File: src/rtl/csa_pkg.sv
`default_nettype none
// +--------------------------------------------------------------------------+
// | csa_pkg : shared types and sizing for the carry-save resolver datapath    |
// | Rev 1.0 : initial release                                                 |
// +--------------------------------------------------------------------------+
package csa_pkg;

  localparam int CSA_WIDTH = 17;
  localparam int CSA_CHUNK = 4;

  typedef enum logic [1:0] {
    IDLE = 2'd0,
    RUN  = 2'd1,
    DONE = 2'd2
  } resolver_state_t;

  function automatic int nchunk(input int width, input int chunk);
    return (width + chunk - 1) / chunk;
  endfunction

endpackage
`default_nettype wire

File: src/rtl/cpa_chunk.sv
`default_nettype none
// +--------------------------------------------------------------------------+
// | cpa_chunk : combinational CHUNK-bit ripple adder built from full adders   |
// | Rev 1.0 : initial release                                                 |
// +--------------------------------------------------------------------------+
module full_adder (
  input  logic a,
  input  logic b,
  input  logic ci,
  output logic s,
  output logic co
);
  assign s  = a ^ b ^ ci;
  assign co = (a & b) | (ci & (a ^ b));
endmodule

module cpa_chunk #(
  parameter int CHUNK = 4
) (
  input  logic [CHUNK-1:0] a,
  input  logic [CHUNK-1:0] b,
  input  logic             cin,
  output logic [CHUNK-1:0] s,
  output logic             cout
);
  logic [CHUNK:0] w_carry;

  assign w_carry[0] = cin;

  generate
    for (genvar i = 0; i < CHUNK; i++) begin : g_fa
      full_adder u_fa (
        .a  (a[i]),
        .b  (b[i]),
        .ci (w_carry[i]),
        .s  (s[i]),
        .co (w_carry[i+1])
      );
    end
  endgenerate

  assign cout = w_carry[CHUNK];
endmodule
`default_nettype wire

File: src/rtl/csa_resolver.sv
`default_nettype none
// +--------------------------------------------------------------------------+
// | csa_resolver : digit-serial carry-propagate resolver for carry-save pairs |
// | Rev 1.0 : initial release                                                 |
// +--------------------------------------------------------------------------+
module csa_resolver
  import csa_pkg::*;
#(
  parameter int WIDTH = CSA_WIDTH,
  parameter int CHUNK = CSA_CHUNK
) (
  input  logic             clk,
  input  logic             rst_n,
  input  logic             in_valid,
  output logic             in_ready,
  input  logic [WIDTH-1:0] vs,
  input  logic [WIDTH-1:0] vc,
  output logic             out_valid,
  input  logic             out_ready,
  output logic [WIDTH-1:0] sum,
  output logic             overflow
);
  localparam int NCHUNK       = nchunk(WIDTH, CHUNK);
  localparam int PW           = NCHUNK * CHUNK;
  localparam int IDXW         = (NCHUNK > 1) ? $clog2(NCHUNK) : 1;
  localparam int MSB_IN_CHUNK = (WIDTH - 1) % CHUNK;
  localparam logic [IDXW-1:0] LAST_IDX = IDXW'(NCHUNK - 1);

  resolver_state_t  state_q, state_d;
  logic [WIDTH-1:0] vs_op_q, vs_op_d;
  logic [WIDTH-1:0] vc_op_q, vc_op_d;
  logic [WIDTH-1:0] sum_q, sum_d;
  logic [IDXW-1:0]  idx_q, idx_d;
  logic             carry_q, carry_d;
  logic             overflow_q, overflow_d;
  logic             in_ready_q, in_ready_d;
  logic             out_valid_q, out_valid_d;

  logic [PW-1:0]    w_vs_pad, w_vc_pad;
  logic [CHUNK-1:0] w_vs_chunks [NCHUNK];
  logic [CHUNK-1:0] w_vc_chunks [NCHUNK];
  logic [CHUNK-1:0] w_chunk_a, w_chunk_b, w_chunk_s;
  logic             w_chunk_cout;
  logic [WIDTH-1:0] w_sum_wr;

  // Zero-extend the operands so a partial top chunk reads zeros above the MSB.
  generate
    for (genvar b = 0; b < PW; b++) begin : g_pad
      if (b < WIDTH) begin : g_op
        assign w_vs_pad[b] = vs_op_q[b];
        assign w_vc_pad[b] = vc_op_q[b];
      end else begin : g_zero
        assign w_vs_pad[b] = 1'b0;
        assign w_vc_pad[b] = 1'b0;
      end
    end

    for (genvar c = 0; c < NCHUNK; c++) begin : g_slice
      assign w_vs_chunks[c] = w_vs_pad[c*CHUNK +: CHUNK];
      assign w_vc_chunks[c] = w_vc_pad[c*CHUNK +: CHUNK];
    end

    // Only the chunk selected by idx is overwritten; bits above WIDTH-1 are dropped.
    for (genvar b = 0; b < WIDTH; b++) begin : g_wr
      assign w_sum_wr[b] = (idx_q == IDXW'(b / CHUNK)) ? w_chunk_s[b % CHUNK] : sum_q[b];
    end
  endgenerate

  assign w_chunk_a = w_vs_chunks[idx_q];
  assign w_chunk_b = w_vc_chunks[idx_q];

  cpa_chunk #(
    .CHUNK (CHUNK)
  ) u_cpa_chunk (
    .a    (w_chunk_a),
    .b    (w_chunk_b),
    .cin  (carry_q),
    .s    (w_chunk_s),
    .cout (w_chunk_cout)
  );

  always_comb begin
    state_d     = state_q;
    vs_op_d     = vs_op_q;
    vc_op_d     = vc_op_q;
    sum_d       = sum_q;
    idx_d       = idx_q;
    carry_d     = carry_q;
    overflow_d  = overflow_q;
    in_ready_d  = in_ready_q;
    out_valid_d = out_valid_q;

    case (state_q)
      IDLE: begin
        if (in_valid) begin
          vs_op_d    = vs;
          vc_op_d    = vc;
          carry_d    = 1'b0;
          idx_d      = '0;
          sum_d      = '0;
          overflow_d = 1'b0;
          in_ready_d = 1'b0;
          state_d    = RUN;
        end
      end
      RUN: begin
        sum_d   = w_sum_wr;
        carry_d = w_chunk_cout;
        idx_d   = idx_q + IDXW'(1);
        if (idx_q == LAST_IDX) begin
          // Sign of the result comes straight from the chunk adder on the final step.
          overflow_d  = (vs_op_q[WIDTH-1] == vc_op_q[WIDTH-1]) &&
                        (w_chunk_s[MSB_IN_CHUNK] != vs_op_q[WIDTH-1]);
          idx_d       = '0;
          out_valid_d = 1'b1;
          state_d     = DONE;
        end
      end
      DONE: begin
        if (out_ready) begin
          out_valid_d = 1'b0;
          in_ready_d  = 1'b1;
          state_d     = IDLE;
        end
      end
      default: begin
        out_valid_d = 1'b0;
        in_ready_d  = 1'b1;
        state_d     = IDLE;
      end
    endcase
  end

  always_ff @(posedge clk or negedge rst_n) begin
    if (!rst_n) begin
      state_q     <= IDLE;
      vs_op_q     <= '0;
      vc_op_q     <= '0;
      sum_q       <= '0;
      idx_q       <= '0;
      carry_q     <= 1'b0;
      overflow_q  <= 1'b0;
      in_ready_q  <= 1'b1;
      out_valid_q <= 1'b0;
    end else begin
      state_q     <= state_d;
      vs_op_q     <= vs_op_d;
      vc_op_q     <= vc_op_d;
      sum_q       <= sum_d;
      idx_q       <= idx_d;
      carry_q     <= carry_d;
      overflow_q  <= overflow_d;
      in_ready_q  <= in_ready_d;
      out_valid_q <= out_valid_d;
    end
  end

  assign in_ready  = in_ready_q;
  assign out_valid = out_valid_q;
  assign sum       = sum_q;
  assign overflow  = overflow_q;

endmodule
`default_nettype wire
File: config.mk
export PLATFORM = sky130hd
export DESIGN_NAME = csa_resolver
export DESIGN_NICKNAME = d
export VERILOG_FILES = /design/src/rtl/csa_pkg.sv /design/src/rtl/cpa_chunk.sv /design/src/rtl/csa_resolver.sv
export SDC_FILE = /design/constraint.sdc
export NUM_CORES = 1
export LEC_CHECK = 0
export BUFFER_PORTS_ARGS = -buffer_cell sky130_fd_sc_hd__buf_2
export CORE_MARGIN = 4
export CORE_UTILIZATION = 61
export CTS_BUF_LIST = sky130_fd_sc_hd__clkbuf_4 sky130_fd_sc_hd__clkbuf_8
export DETAILED_ROUTE_END_ITERATION = 8
export PLACE_DENSITY = 0.95
export SYNTH_ARGS = -nofsm -noshare
export SYNTH_HDL_FRONTEND = slang
export SYNTH_SLANG_ARGS = --single-unit
File: constraint.sdc
create_clock -name clk -period 6.3 [get_ports clk]
set_clock_uncertainty 0.1 [all_clocks]
set_input_delay 0.945 -clock clk [delete_from_list [all_inputs] [get_ports clk]]
set_output_delay 0.945 -clock clk [all_outputs]
set_load 0.02 [all_outputs]
==> flow_summary.json <==
{
  "topRoutingLayerUsed": "met4",
  "max_freq_ghz": 0.271,
  "p_sw_frac": 0.383,
  "layout.nets": 312,
  "synth_area_leader_cell": "dfrtp_1",
  "p_int_mw": 1.18,
  "fp.dieH_um": 76.2,
  "p_clk_frac": 0.170,
  "met1_length_um": 2410,
  "cp-end-kind": "flip-flop",
  "status": "completed",
  "rsz0062_at_grt": "false",
  "routed_via_density": 5.88,
  "fillers": 289,
  "cts.path.max_buffers": 2,
  "grt_max_degree": 61,
  "worstMarginPinSlew_ns": 0.764,
  "pre_cts_ws_ns": 2.67,
  "cpMaxStageDelayCell": "dfrtp_1",
  "start_util": 0.642,
  "maxCapViolCount": 0,
  "hold_buffers": 0,
  "cp_max_fo": 17,
  "cts.clk_slew.worst_paths_ns": 0.06,
  "cts-root-buf": "clkbuf_8",
  "synthFlopType": "dfrtp_1",
  "grt_use_total": 0.209,
  "dr.pass1.iters": 4,
  "netlist_instances": 206,
  "yosysTopAreaCellShare": 0.521,
  "syn_nets": 253,
  "total_leakage_power_nw": 1.59,
  "vdd_drop_max_v": 0.000258,
  "grt_pass1_wl_um": 9670,
  "routedWlPerCell_um": 17.2,
  "boundaryPins": 58,
  "syn2layout_area_growth_pct": 17.0,
  "gr-total-overflow": 0,
  "dr_wl_met3_um": 318,
  "period_share": 0.586,
  "numCtsBuffers": 9,
  "layout_min_cycle_time_ns": 3.69,
  "crit_type": "flip-flop to flip-flop",
  "powerDensity_nw_per_um2": 578,
  "tritoncts": "yes",
  "start_kind": "flip-flop",
  "clock_sinks": 60,
  "dieArea_um2": 5800,
  "drt_iter0_drc": 82,
  "yosysSeqAreaShare": 0.530,
  "drt_wl_total_um": 5550,
  "clk_latency_ns": 0.33,
  "p_switching_uw": 734,
  "ctsResizeCount": 0,
  "drv_slew": 0,
  "rows": 24,
  "final_antenna_net_count": 0,
  "syn_area_per_cell_um2": 13.8,
  "htree_levels": 3,
  "synth_warnings": 0,
  "worst_ep_required_time_ns": 6.46,
  "post_cts_buffers": 0,
  "via_count": 1892,
  "first_global_vias": 2016,
  "synth.most_common_cell": "dfrtp_1",
  "finalHoldViolCount": 0,
  "drive_gt1_frac": 0.448,
  "synth-edff-count": 0,
  "finalSetupViolCount": 0,
  "hpwlAfterDp_um": 3880,
  "synth.cell_area_um2": 2830,
  "die_w_um": 76.2,
  "cp.arrival_ns": 3.85,
  "p_comb_frac": 0.457,
  "crit_chain": "mux2i_1, nor3_1, or3_1, fa_1, inv_1, fa_1, inv_1, fa_1, inv_1, fa_1, nor2b_1, a22o_1",
  "fin_hold_ws_ns": 0.382,
  "ys_top_cells_by_area": "dfrtp_1 52%, mux2_2 14%, mux4_2 4.8%",
  "insertedDiodeCount": 0,
  "r2r_slack_ns": 2.61,
  "hp-class": "flip-flop to flip-flop",
  "utilization": 0.751,
  "port_buffers": 57,
  "postSynth.asyncResetShare": 1.00,
  "max_stage_delay_ns": 0.84,
  "route.detailed.drc": 0,
  "max_slew_margin": 0.490,
  "synth_seq_cells": 60,
  "antenna_found_initial": 0,
  "share_seq_of_total_power": 0.373,
  "cp_common_cell": "fa_1",
  "setup_ws_ns": 2.61,
  "synthDistinctLibCells": 30,
  "wl_met2_um": 2730,
  "routabilityCongestion": 0.840,
  "synthTopCellsByCount": "59 x dfrtp_1, 34 x mux2_2, 14 x a22o_1",
  "core_area_um2": 4410,
  "setup_tns_ns": 0
}
## layer usage
layer,vias to the layer above,GRT usage
met5,-,0
met4,0,0.0962
met3,12,0.0721
met2,60,0.324
met1,947,0.263
li1,873,-
## power by group through the flow
stage	logic, mW	registers [mW]	clock network [mW]
6_report	0.875	0.716	0.326
3_5_place_dp	0.878	0.719	0
3_3_place_gp	0.827	0.708	0
2_1_floorplan	0.680	0.682	0
5_1_grt	0.969	0.742	0.355
4_1_cts	0.885	0.714	0.333
## state kept, by name (all words and copies together), names as in the netlist
signal	cells
sum	17
vc_op_q	17
vs_op_q	17
idx_q	3
state_q	2
carry_q	1
in_ready	1
out_valid	1
overflow	1
## per-stage QoR
step / power, mW / area (um2) / std cells
after detailed placement: 1.60 / 3120 / 306
after CTS: 1.93 / 3320 / 322
after floorplan: 1.36 / 2830 / 206
after global placement: 1.53 / 3120 / 306
final: 1.92 / 3320 / 322
after global routing: 2.07 / 3320 / 322
## final timing paths
path | startpoint | end | depth (start not counted)
max | idx_q[0] | sum[3] | 12
min | out_valid | out_valid | 1
max reg2reg | idx_q[0] | sum[3] | 12
min reg2reg | out_valid | out_valid | 1
max in group asynchronous | rst_n | out_valid | 2
min in group asynchronous | rst_n | vs_op_q[14] | 2
## placed cells by master (no fill, tap or decap), drive strengths merged, types with 2 or more instances in the layout
| cell type | n |
|---|---|
| a22o | 14 |
| mux4 | 6 |
| clkbuf | 15 |
| buf | 59 |
| nor2b | 3 |
| a32o | 7 |
| ha | 5 |
| a21o | 4 |
| nor3 | 5 |
| o2bb2ai | 2 |
| mux2i | 5 |
| inv | 9 |
| nand2b | 4 |
| and2 | 2 |
| and4bb | 3 |
| o21ai | 6 |
| fa | 4 |
| nor2 | 6 |
| dfrtp | 59 |
| nand2 | 9 |
| mux2 | 34 |
## critical path: cells and delay by family, from the launching register on
family	cells	cell delay, ns
muxes	1	0.26
buffers and inverters	3	0.21
adders and majority gates	4	1.33
AOI/OAI and AO/OA	1	0.19
and+or+nand+nor	3	0.69
DFF	1	0.84
## cell type report
| type | instances | area, um2 | area share |
|---|---|---|---|
| inverters | 9 | 33.8 | 0.0102 |
| clock buffers | 15 | 188 | 0.0566 |
| flip-flops and latches | 60 | 1500 | 0.453 |
| well taps | 52 | 65.1 | 0.0196 |
| repair buffers | 59 | 300 | 0.0906 |
| multi-input cells | 126 | 1220 | 0.368 |
| clock inverters | 1 | 5.00 | 0.00151 |
## kinds of logic after synthesis
kind of cell             count (synthesis)  synth area share
flip-flops                              60             0.530
buffers and inverters                   20            0.0411
AO/OA/AOI/OAI                           36             0.103
multiplexers                            45             0.200
adder cells (fa/ha/maj)                  9            0.0503
AND/OR/NAND/NOR                         36            0.0746
Power figures use the tool's default switching activity.
